### config.mk
export PLATFORM = sky130hd
export DESIGN_NAME = csla_mw_seq
export DESIGN_NICKNAME = d
export VERILOG_FILES = /design/src/rtl/csla_mw_seq.sv
export SDC_FILE = /design/constraint.sdc
export NUM_CORES = 1
export LEC_CHECK = 0
export CAP_MARGIN = 20
export CELL_PAD_IN_SITES_DETAIL_PLACEMENT = 0
export CELL_PAD_IN_SITES_GLOBAL_PLACEMENT = 2
export CORE_MARGIN = 2
export CORE_UTILIZATION = 36
export DETAILED_ROUTE_END_ITERATION = 10
export GPL_ROUTABILITY_DRIVEN = 0
export PLACE_DENSITY_LB_ADDON = 0.1
export SLEW_MARGIN = 20
export SYNTH_ARGS = -nofsm -noshare
export SYNTH_HDL_FRONTEND = slang
export SYNTH_HIERARCHICAL = 1
export SYNTH_SLANG_ARGS = --single-unit
### constraint.sdc
create_clock -name clk -period 7.2 [get_ports clk]
set_input_delay 1.44 -clock clk [delete_from_list [all_inputs] [get_ports clk]]
set_output_delay 1.44 -clock clk [all_outputs]
set_load 0.03 [all_outputs]
### src/rtl/csla_mw_seq.sv
// Multi-word adder sequencer: one 32-bit carry-select adder stepped over WORDS words, LSW first.
// Optional feature macro: CSLA_SEQ_SUB_EN adds the sub port (A - B as A + ~B + 1).

module csla_mw_seq_csla (
    input  logic [31:0] x,
    input  logic [31:0] y,
    output logic [31:0] s,
    output logic        cout
);
    logic [8:0] c;
    logic [4:0] r0;
    logic [4:0] r1;

    // 4-bit blocks each precompute both carry-in cases; the incoming carry only selects.
    always_comb begin
        c    = '0;
        s    = '0;
        r0   = '0;
        r1   = '0;
        for (int k = 0; k < 8; k++) begin
            r0         = {1'b0, x[4*k +: 4]} + {1'b0, y[4*k +: 4]};
            r1         = {1'b0, x[4*k +: 4]} + {1'b0, y[4*k +: 4]} + 5'd1;
            s[4*k +: 4] = c[k] ? r1[3:0] : r0[3:0];
            c[k+1]     = c[k] ? r1[4] : r0[4];
        end
        cout = c[8];
    end
endmodule

module csla_mw_seq #(
    parameter int WORDS = 4
) (
    input  logic                  clk,
    input  logic                  rst_n,
    input  logic                  in_valid,
    output logic                  in_ready,
    input  logic [32*WORDS-1:0]   a,
    input  logic [32*WORDS-1:0]   b,
`ifdef CSLA_SEQ_SUB_EN
    input  logic                  sub,
`endif
    output logic                  out_valid,
    input  logic                  out_ready,
    output logic [32*WORDS-1:0]   sum,
    output logic                  cout,
    output logic                  busy
);
    localparam int W  = 32 * WORDS;
    localparam int IW = (WORDS > 1) ? $clog2(WORDS) : 1;

    typedef enum logic [1:0] {IDLE, ADD, CIN, DONE} state_t;

    state_t          state_q, state_d;
    logic [W-1:0]    a_q, b_q, sum_q;
    logic [IW-1:0]   idx_q;
    logic            carry_q, tc_q, cout_q;
    logic [31:0]     tmp_q;
    logic [31:0]     ax, ay, as;
    logic            aco;
    logic            in_xfer, last, sub_w;

`ifdef CSLA_SEQ_SUB_EN
    assign sub_w = sub;
`else
    assign sub_w = 1'b0;
`endif

    assign in_xfer = in_valid && in_ready;
    assign last    = (idx_q == IW'(WORDS - 1));
    assign sum     = sum_q;
    assign cout    = cout_q;

    csla_mw_seq_csla u_csla (.x(ax), .y(ay), .s(as), .cout(aco));

    always_ff @(posedge clk or negedge rst_n) begin
        if (!rst_n) state_q <= IDLE;
        else        state_q <= state_d;
    end

    always_comb begin
        state_d = state_q;
        case (state_q)
            IDLE: if (in_xfer) state_d = ADD;
            ADD:  state_d = carry_q ? CIN : (last ? DONE : ADD);
            CIN:  state_d = last ? DONE : ADD;
            DONE: if (out_ready) state_d = IDLE;
            default: state_d = IDLE;
        endcase
    end

    always_comb begin
        in_ready  = (state_q == IDLE);
        busy      = (state_q == ADD) || (state_q == CIN);
        out_valid = (state_q == DONE);
        ax        = '0;
        ay        = '0;
        case (state_q)
            ADD: begin
                ax = a_q[32*idx_q +: 32];
                ay = b_q[32*idx_q +: 32];
            end
            CIN: begin
                ax = tmp_q;
                ay = 32'd1;
            end
            default: ;
        endcase
    end

    // b is stored pre-inverted for subtract, so ADD never needs to know the operation.
    always_ff @(posedge clk or negedge rst_n) begin
        if (!rst_n) begin
            a_q     <= '0;
            b_q     <= '0;
            sum_q   <= '0;
            idx_q   <= '0;
            carry_q <= 1'b0;
            tc_q    <= 1'b0;
            tmp_q   <= '0;
            cout_q  <= 1'b0;
        end else begin
            case (state_q)
                IDLE: if (in_xfer) begin
                    a_q     <= a;
                    b_q     <= b ^ {W{sub_w}};
                    idx_q   <= '0;
                    carry_q <= sub_w;
                end
                ADD: begin
                    if (carry_q) begin
                        tmp_q <= as;
                        tc_q  <= aco;
                    end else begin
                        sum_q[32*idx_q +: 32] <= as;
                        carry_q <= aco;
                        if (last) cout_q <= aco;
                        else      idx_q  <= idx_q + IW'(1);
                    end
                end
                CIN: begin
                    sum_q[32*idx_q +: 32] <= as;
                    carry_q <= tc_q | aco;
                    if (last) cout_q <= tc_q | aco;
                    else      idx_q  <= idx_q + IW'(1);
                end
                default: ;
            endcase
        end
    end
endmodule

==> impl_metrics.toml <==
[outcome]
outcome = "completed"

[logic_synthesis]
synth_warnings = 6
syn_avg_cell_area_um2 = 12.9
synth_area_um2 = 20900
synthMostInstantiatedCell = "dfrtp_1"
synthCells = 1627
synthTopCellsByCount = "423 x dfrtp_1, 295 x mux2_2, 203 x mux2i_1"
syn_nets = 1948
synth_area_leaders = "dfrtp_1 51%, mux2_2 16%, mux2i_1 9.7%"
ys_ff_latch = 423
synth_cell_types = 52
synth_enable_flop_cells = 0
synthDominantAreaCellType = "dfrtp_1"
ys.flop_type = "dfrtp_1"
synth-seq-area-share_pct = 50.6
proportion_of_netlist_area_held_by_the_largest_area_contributor_pct = 50.6
ys_async_sr_fraction_pct = 100

[grt]
grt-ovfl-total = 0
wire_length_of_the_first_global_routing_pass_um = 91800
global_route.usage.total_pct = 20.5
grt_pass1_vias = 14161
grt_max_degree = 171
grt_antenna_before_repair = 6

[detailed_routing]
detail_route.drc_violations = 0
drt_wl_total_um = 61900
drt-initial-drc-count = 610
firstDrtPassIters = 6
drtAntennaViolNets = 0
wl_per_cell_um = 22.1
routed-via-count = 13473
detail_route.vias_per_cell = 4.82

[setup_path]
top_fanout_value_on_the_critical_path = 33
path_delay_family = "multiplexers"
timing.critical_path.slowest_stage_cell = "ha_2"
cell_repeated_most_along_the_worst_path = "mux2i_1"
timing.rr.start = "state_q[0]"
critical_path_arrival_ns = 7.11
timing.reg2reg.setup_slack_ns = 0.59
path_cells = "inv_1 -> ha_2 -> nand3_1 -> buf_4 -> o22ai_1 -> a21o_1 -> ha_1 -> inv_1 -> fa_1 -> nand2b_1 -> a21oi_2 -> nor4b_4 -> mux2i_1 -> mux2i_1 -> mux2i_1 -> mux2i_1 -> mux2i_2 -> mux2i_1 -> xor2_1 -> a21oi_1 -> o41ai_1 -> o2bb2ai_1"
worstSetupEndpointType = "flop"
crit_path_start_kind = "flop"
r2r_end = "carry_q"
timing.critical_path.buf_inv = 3
data_required_time_of_the_critical_path_ns = 7.71
worst_path_largest_cell_delay_ns = 0.57
ff2ff_path_depth = 22
critical_path.startpoint = "state_q[0]"
critPathKind = "reg2reg"

[final_layout]
multi_input_area_um2 = 9230
finalNetCount = 2317
fillcell_total = 5285
register_area_um2 = 10600
syn2layout_area_growth_pct = 29.3
drive_gt1_share_pct = 21.9

[clocking]
number_of_buffers_between_clock_root_and_the_deepest_sink = 3
post_cts_hold_buffer_count = 0
postCtsSetupBuffers = 0
cts.sink_count = 423
cts_tree = "built"
ctsResizeCount = 0
cts_inserted_buffers = 50
cts-htree-levels = 2
clockRootBuffer = "clkbuf_16"
clk_latency_ns = 0.59
clkSlewWorstSetupHoldPaths_ns = 0.06

[sta]
max-slew-margin-rel_pct = 25.4
period_minus_slack_ns = 6.61
worst_hold_slack_ns = 0.500
rsz_0062_raised_after_global_routing = "no"
fmax_mhz = 151
hold_violations = 0
slew_violations = 0
timing.final.crit_share_pct = 91.8
sum_of_negative_setup_slack_ns = 0
finalSetupViolations = 0
tightestPinTransition_ns = 1.11
clock-skew-final_ns = 0.0191

[hold_path]
hold_path_depth = 1
min_from = "b_q[95]"
end_of_the_worst_hold_path = "b_q[95]"
hold_class = "reg2reg"

[pwr]
power_leakage_nw = 12.3
cellPowerDensity_nw_per_um2 = 539
max-vdd-ir-drop_mv = 0.261
post_route_total_power_mw = 14.6

[floorplanning]
fp.dieArea_um2 = 60100
floorplan.initialDensity_pct = 36.4
chipWidth_um = 245
std_cell_core_area_um2 = 57600
rows = 88
die_h_um = 245
pin_count = 392

[place]
place.port_buffers = 391
place_hpwl_um = 45800

[job]
drv.max_cap_violation_count = 0
[per-layer routing]
layer	global-route usage (%)	up-vias	part of all wire (%)
met1	27.9	6729	46
met3	4.07	85	4.5
met4	5.27	8	2.3
met2	33.5	254	48
li1	-	6397	-
met5	0	-	0.089
[sequential cells by signal, summed over array words and instances (netlist names), 2 cells and up]
| name | flops |
|---|---|
| a_q | 128 |
| b_q | 128 |
| idx_q | 2 |
| state_q | 2 |
| sum | 128 |
| tmp_q | 32 |
[cell usage in the layout (no fill, tap or decap), drive strengths merged, types with 3 or more instances in the layout]
| master | instances |
|---|---|
| mux2 | 296 |
| clkbuf | 75 |
| bufinv | 4 |
| nor2 | 7 |
| buf | 18 |
| mux2i | 204 |
| xor2 | 14 |
| clkinv | 4 |
| nor4b | 3 |
| nand4 | 11 |
| and3 | 33 |
| a21o | 47 |
| o21ai | 3 |
| xnor2 | 28 |
| fa | 8 |
| dfrtp | 423 |
| nand3 | 7 |
| inv | 144 |
| mux4 | 31 |
| nand4b | 3 |
| and2 | 5 |
| nand3b | 3 |
| clkdlybuf4s50 | 390 |
| nand2 | 145 |
| ha | 53 |
| o22ai | 33 |
| a21oi | 20 |
[worst register-to-register path, stage by stage, from the launching register on]
cell and delay [ns]:
dfrtp_1 0.44, inv_1 0.14, ha_2 0.57, nand3_1 0.12, buf_4 0.30, o22ai_1 0.24
a21o_1 0.11, ha_1 0.15, inv_1 0.05, fa_1 0.41, nand2b_1 0.18, a21oi_2 0.28
nor4b_4 0.34, mux2i_1 0.39, mux2i_1 0.35, mux2i_1 0.39, mux2i_1 0.42, mux2i_2 0.50
mux2i_1 0.29, xor2_1 0.29, a21oi_1 0.11, o41ai_1 0.31, o2bb2ai_1 0.14
[through the flow]
| stage | cells | instance area (um2) | setup WS, ns | utilization (%) |
|---|---|---|---|---|
| after global placement | 2709 | 25400 | 0.537 | 44.1 |
| after CTS | 2796 | 27100 | 0.344 | 47.0 |
| after global routing | 2796 | 27100 | 0.0214 | 47.0 |
| after detailed placement | 2709 | 25400 | 0.391 | 44.1 |
| final | 2797 | 27100 | 0.594 | 47.0 |
| after floorplan | 1627 | 20900 | 1.39 | - |
[worst max path at each step]
| stage | end | slack [ns] | depth (start not counted) |
|---|---|---|---|
| after floorplan | carry_q | 1.39 | 22 |
| after global placement | carry_q | 0.54 | 22 |
| after detailed placement | carry_q | 0.39 | 22 |
| after CTS | carry_q | 0.34 | 22 |
| after global routing | carry_q | 0.02 | 22 |
| final | carry_q | 0.59 | 22 |
[layout make-up]
| type | count | share of cell area (%) |
|---|---|---|
| antenna | 1 | 0.00924 |
| clock buffer | 75 | 5.45 |
| clock inverter | 12 | 0.652 |
| inverter | 142 | 1.97 |
| multi-input combinational | 971 | 34.1 |
| sequential | 423 | 39.1 |
| tap | 765 | 3.54 |
| timing repair buffer | 408 | 15.2 |
[cells by family after synthesis]
kind of cell | after synthesis | share of synthesized area [%]
mux | 531 | 29.0
flops | 423 | 50.6
buf+inv | 233 | 5.48
simple gates | 227 | 5.55
compound gates | 110 | 3.57
fa+ha+maj | 61 | 3.93
xor+xnor | 42 | 1.86
[power breakdown]
part	switching [mW]	internal [mW]	leakage (nW)	total [mW]
Clock	1.00	1.55	0.805	2.55
Combinational	4.51	3.33	6.22	7.85
Sequential	0.716	3.48	5.33	4.20
Total	6.23	8.37	12.3	14.6
Note: power is estimated with default switching activity, not from simulation.
==> RTL change 1 (same flow settings) <==
The 4 states of `state_t` get a one-hot encoding in 4 bits.
--- a/src/rtl/csla_mw_seq.sv
+++ b/src/rtl/csla_mw_seq.sv
@@ -48,7 +48,7 @@
     localparam int W  = 32 * WORDS;
     localparam int IW = (WORDS > 1) ? $clog2(WORDS) : 1;
 
-    typedef enum logic [1:0] {IDLE, ADD, CIN, DONE} state_t;
+    typedef enum logic [3:0] {IDLE = 4'b0001, ADD = 4'b0010, CIN = 4'b0100, DONE = 4'b1000} state_t;
 
     state_t          state_q, state_d;
     logic [W-1:0]    a_q, b_q, sum_q;
Function: no difference found for any inputs over 4 cycles, from zero or initial values and one cycle with rst_n low; so few cycles prove little.
==> RTL change 1 against the original RTL <==
  * Clock skew up 8.6 ps
  * Die area decreased by 2.9%
  * Worst setup slack better by 410 ps
  * Via count down 0.59%
  * Count of clock-buffer cells in the layout unchanged
  * Final area shrank 2.3%
  * Synthesized area decreased by 3.0%
  * Critical path depth is 5 lower
  * Sequential cell count up 2
  * Wire length fell by 6.9%
  * Critical path type unchanged
  * Highest routed layer unchanged
Power is not compared: it rests on default switching activity, and its combinational part moved more than twofold at a synthesized area within 25%.
==> RTL change 1: results <==
export IMPL_via_count=13400
export IMPL_async_flop_share=1.00
export IMPL_grt_max_degree=161
export IMPL_status="complete, no violations"
export IMPL_synth_seq_area_share=0.524
export IMPL_grtUsageMet2=0.295
export IMPL_track_usage=0.198
export IMPL_drive_above_1_share=0.246
export IMPL_antenna_found_initial=24
export IMPL_wl_per_cell_um=21.0
export IMPL_critical_path_slowest_cell="dfrtp_4"
export IMPL_synth_top_family_by_area="multiplexers"
export IMPL_cts_buffers=50
export IMPL_clkSlewWorstSetupHoldPaths_ps=60
export IMPL_clock_skew_ps=27.7
export IMPL_tightest_slew_ps=984
export IMPL_hpwl_um=42000
export IMPL_placed_area_mm2=0.0248
export IMPL_gr_usage_met3=0.0618
export IMPL_final_nets=2253
export IMPL_synthAdderAreaFrac=0.0356
export IMPL_first_iter_violations=748
export IMPL_grt_pass1_wl_um=88500
export IMPL_post_cts_setup_buffer_count=0
export IMPL_synth_compound_area_frac=0.0639
export IMPL_use_met1=0.284
export IMPL_syn_num_nets=1890
export IMPL_synthXorXnorAreaFrac=0.0192
export IMPL_first_global_vias=14100
export IMPL_hold_class="flip-flop to flip-flop"
export IMPL_port_buffers=391
export IMPL_synth_cell_types=58
export IMPL_ir_worst_vdd_uv=205
export IMPL_drtPass1Iterations=7
export IMPL_synth_mux_area_frac=0.243
export IMPL_crit_fanout=39
export IMPL_cp_slowest_stage_delay_ps=960
export IMPL_synthTopCellsByArea="dfrtp_1 (52%), mux2_2 (15%), mux4_2 (7.1%)"
export IMPL_ys_top_cells_by_count="dfrtp_1 (424), mux2_2 (273), nand2_1 (273)"
RTL change 1: cell count changes after synthesis, sizes merged, moves of 31 or more:
cell   change
a21o      -31
a22o      +34
inv      -128
mux2i    -196
mux4      +33
nand2    +130
o21ai    +132
o22ai     -33
RTL change 1: routing by layer:
metal  up-vias  part of all wire
met1      6669              0.48
met5         -            0.0034
li1       6322                 -
met4        30             0.015
met2       281              0.44
met3        92             0.064
RTL change 1: per-stage QoR:
step	worst slack [ps]	utilization	hold slack, ps	cells
global placement	921	0.442	463	2644
floorplan	1730	-	459	1577
detailed placement	815	0.442	473	2644
finish	1000	0.472	477	2741
global route	508	0.472	501	2734
CTS	791	0.472	485	2733
RTL change 1: worst paths after layout:
path	from	endpoint	slack (ps)	cells after the start
setup / recovery	idx_q[0]$_DFFE_PN0P_	carry_q$_DFFE_PN0P_	1000	17
hold / removal	sum[38]$_DFFE_PN0P_	sum[38]$_DFFE_PN0P_	480	2
min in group asynchronous	rst_n	sum[107]$_DFFE_PN0P_	790	1
setup reg to reg	idx_q[0]$_DFFE_PN0P_	carry_q$_DFFE_PN0P_	1000	17
max in group asynchronous	rst_n	b_q[71]$_DFFE_PN0P_	5080	2
hold reg to reg	sum[38]$_DFFE_PN0P_	sum[38]$_DFFE_PN0P_	480	2
RTL change 1: power groups by stage:
| stage | Sequential, mW | Clock [mW] | Combinational (mW) |
|---|---|---|---|
| 6_report | 3.76 | 2.53 | 3.27 |
| 5_1_grt | 3.86 | 2.71 | 3.54 |
| 4_1_cts | 3.77 | 2.61 | 3.33 |
| 3_5_place_dp | 3.81 | 0 | 3.32 |
| 3_3_place_gp | 3.77 | 0 | 3.27 |
| 2_1_floorplan | 3.68 | 0 | 2.30 |
RTL change 1: cell type report:
class | instances | area (um^2)
Antenna cell | 8 | 20.0
Sequential cell | 425 | 10600
Timing Repair Buffer | 410 | 4090
Multi-Input combinational cell | 1039 | 9070
Clock buffer | 75 | 1530
Clock inverter | 14 | 120
Tap cell | 756 | 946
Fill cell | 5169 | 29600
Inverter | 14 | 52.6
RTL change 1: kinds of logic (layout without fill, tap and decap cells):
family,count (synthesis),count (layout)
fa+ha+maj,53,53
flops,425,425
other cells,0,8
compound gates,215,215
simple gates,362,362
mux,367,367
buf+inv,113,513
xor+xnor,42,42
RTL change 1: tightest hold or removal path: cells and delay by family (launching register included):
| kind | cells | cell delay [ps] |
|---|---|---|
| flip-flops | 1 | 340 |
| AO/OA/AOI/OAI | 1 | 60 |
| AND/OR/NAND/NOR | 1 | 50 |
==> RTL change 2 (same settings) <==
Made on the original files. The option `CSLA_SEQ_SUB_EN` is turned on by a define.
--- a/src/rtl/csla_mw_seq.sv
+++ b/src/rtl/csla_mw_seq.sv
@@ -1,5 +1,7 @@
 // Multi-word adder sequencer: one 32-bit carry-select adder stepped over WORDS words, LSW first.
 // Optional feature macro: CSLA_SEQ_SUB_EN adds the sub port (A - B as A + ~B + 1).
+
+`define CSLA_SEQ_SUB_EN
 
 module csla_mw_seq_csla (
     input  logic [31:0] x,
Ports: changed (added sub); port bits go from 392 to 393. The function was not compared with the original's and may differ.
==> RTL change 2 against the original RTL <==
  * Wire length decreased by 0.62%
  * First-iteration DRC count increased by 34%
  * Final area up 0.78%
  * Sequential power shrank 5.0%
  * Count of clock-buffer cells in the layout fell by 2
  * Synthesized cell count increased by 5.3%
  * Power shrank 16%
  * Worst hold slack got worse by 25 ps
  * Synthesized area up 0.35%
  * Sequential cell count stayed put
  * Worst setup slack better by 65 ps
  * Clock power grew 3%
  * Highest routed layer unchanged
==> RTL change 2: results <==
export IMPL_routed_wl_met3_um=3800
export IMPL_synth_seq_area_share=0.504
export IMPL_crit_fanout=14
export IMPL_hpwl_um=44600
export IMPL_multi_input_gates=1099
export IMPL_clock_area_frac=0.0635
export IMPL_nNonClkBuffers=414
export IMPL_stdcell_count=2871
export IMPL_synth_cell_types=53
export IMPL_final_nets=2386
export IMPL_cp_data_arrival_time_ps=7030
export IMPL_power_density_mw_per_mm2=448
export IMPL_port_buffers=392
export IMPL_gr_usage_met3=0.0526
export IMPL_critical_path_slowest_cell="and2_1"
export IMPL_dr_wl_met2_um=29000
export IMPL_synth_mux_area_frac=0.194
export IMPL_fillerInstances=5302
export IMPL_sh_seq_area=0.388
export IMPL_ys_top_cells_by_count="dfrtp_1 (423), nand2_1 (209), mux2_2 (167)"
export IMPL_synthTopCellsByArea="dfrtp_1 (50%), mux2_2 (9.0%), mux4_2 (6.9%)"
export IMPL_hold_path_depth=2
export IMPL_dpl_worst_slack_ps=666
export IMPL_grtUsageMet2=0.331
export IMPL_worst_hold_path_endpoint="b_q[65]$_DFFE_PN0P_"
export IMPL_drtPass1Iterations=5
export IMPL_synthXorXnorAreaFrac=0.0716
export IMPL_clockBufferCount=73
export IMPL_placedCellCount=2778
export IMPL_status="complete, no violations"
export IMPL_avgSynthCellArea_um2=12.3
export IMPL_r2r_cells=20
export IMPL_tightest_slew_ps=1080
## RTL change 2: cell types whose count changed after synthesis, moves of 65 or more
cell     delta
nand2_1    +65
mux2i_1   -131
xnor2_1   +128
o21ai_0   +127
inv_1      -65
a22o_1     +98
mux2_2    -128
## RTL change 2: worst max path at each step
stage                          end  slack, ps  cells after the start
2_1_floorplan  carry_q$_DFFE_PN0P_       1410                     22
3_3_place_gp   carry_q$_DFFE_PN0P_        790                     20
3_5_place_dp   carry_q$_DFFE_PN0P_        670                     20
4_1_cts        carry_q$_DFFE_PN0P_        650                     20
5_1_grt        carry_q$_DFFE_PN0P_         50                     20
6_report       carry_q$_DFFE_PN0P_        660                     20
## RTL change 2: power breakdown
| part | internal, mW | switching, mW | total [mW] |
|---|---|---|---|
| sequential | 3.36 | 0.628 | 3.99 |
| clock | 1.60 | 1.04 | 2.63 |
| combinational | 2.46 | 3.13 | 5.59 |
| total | 7.41 | 4.80 | 12.2 |
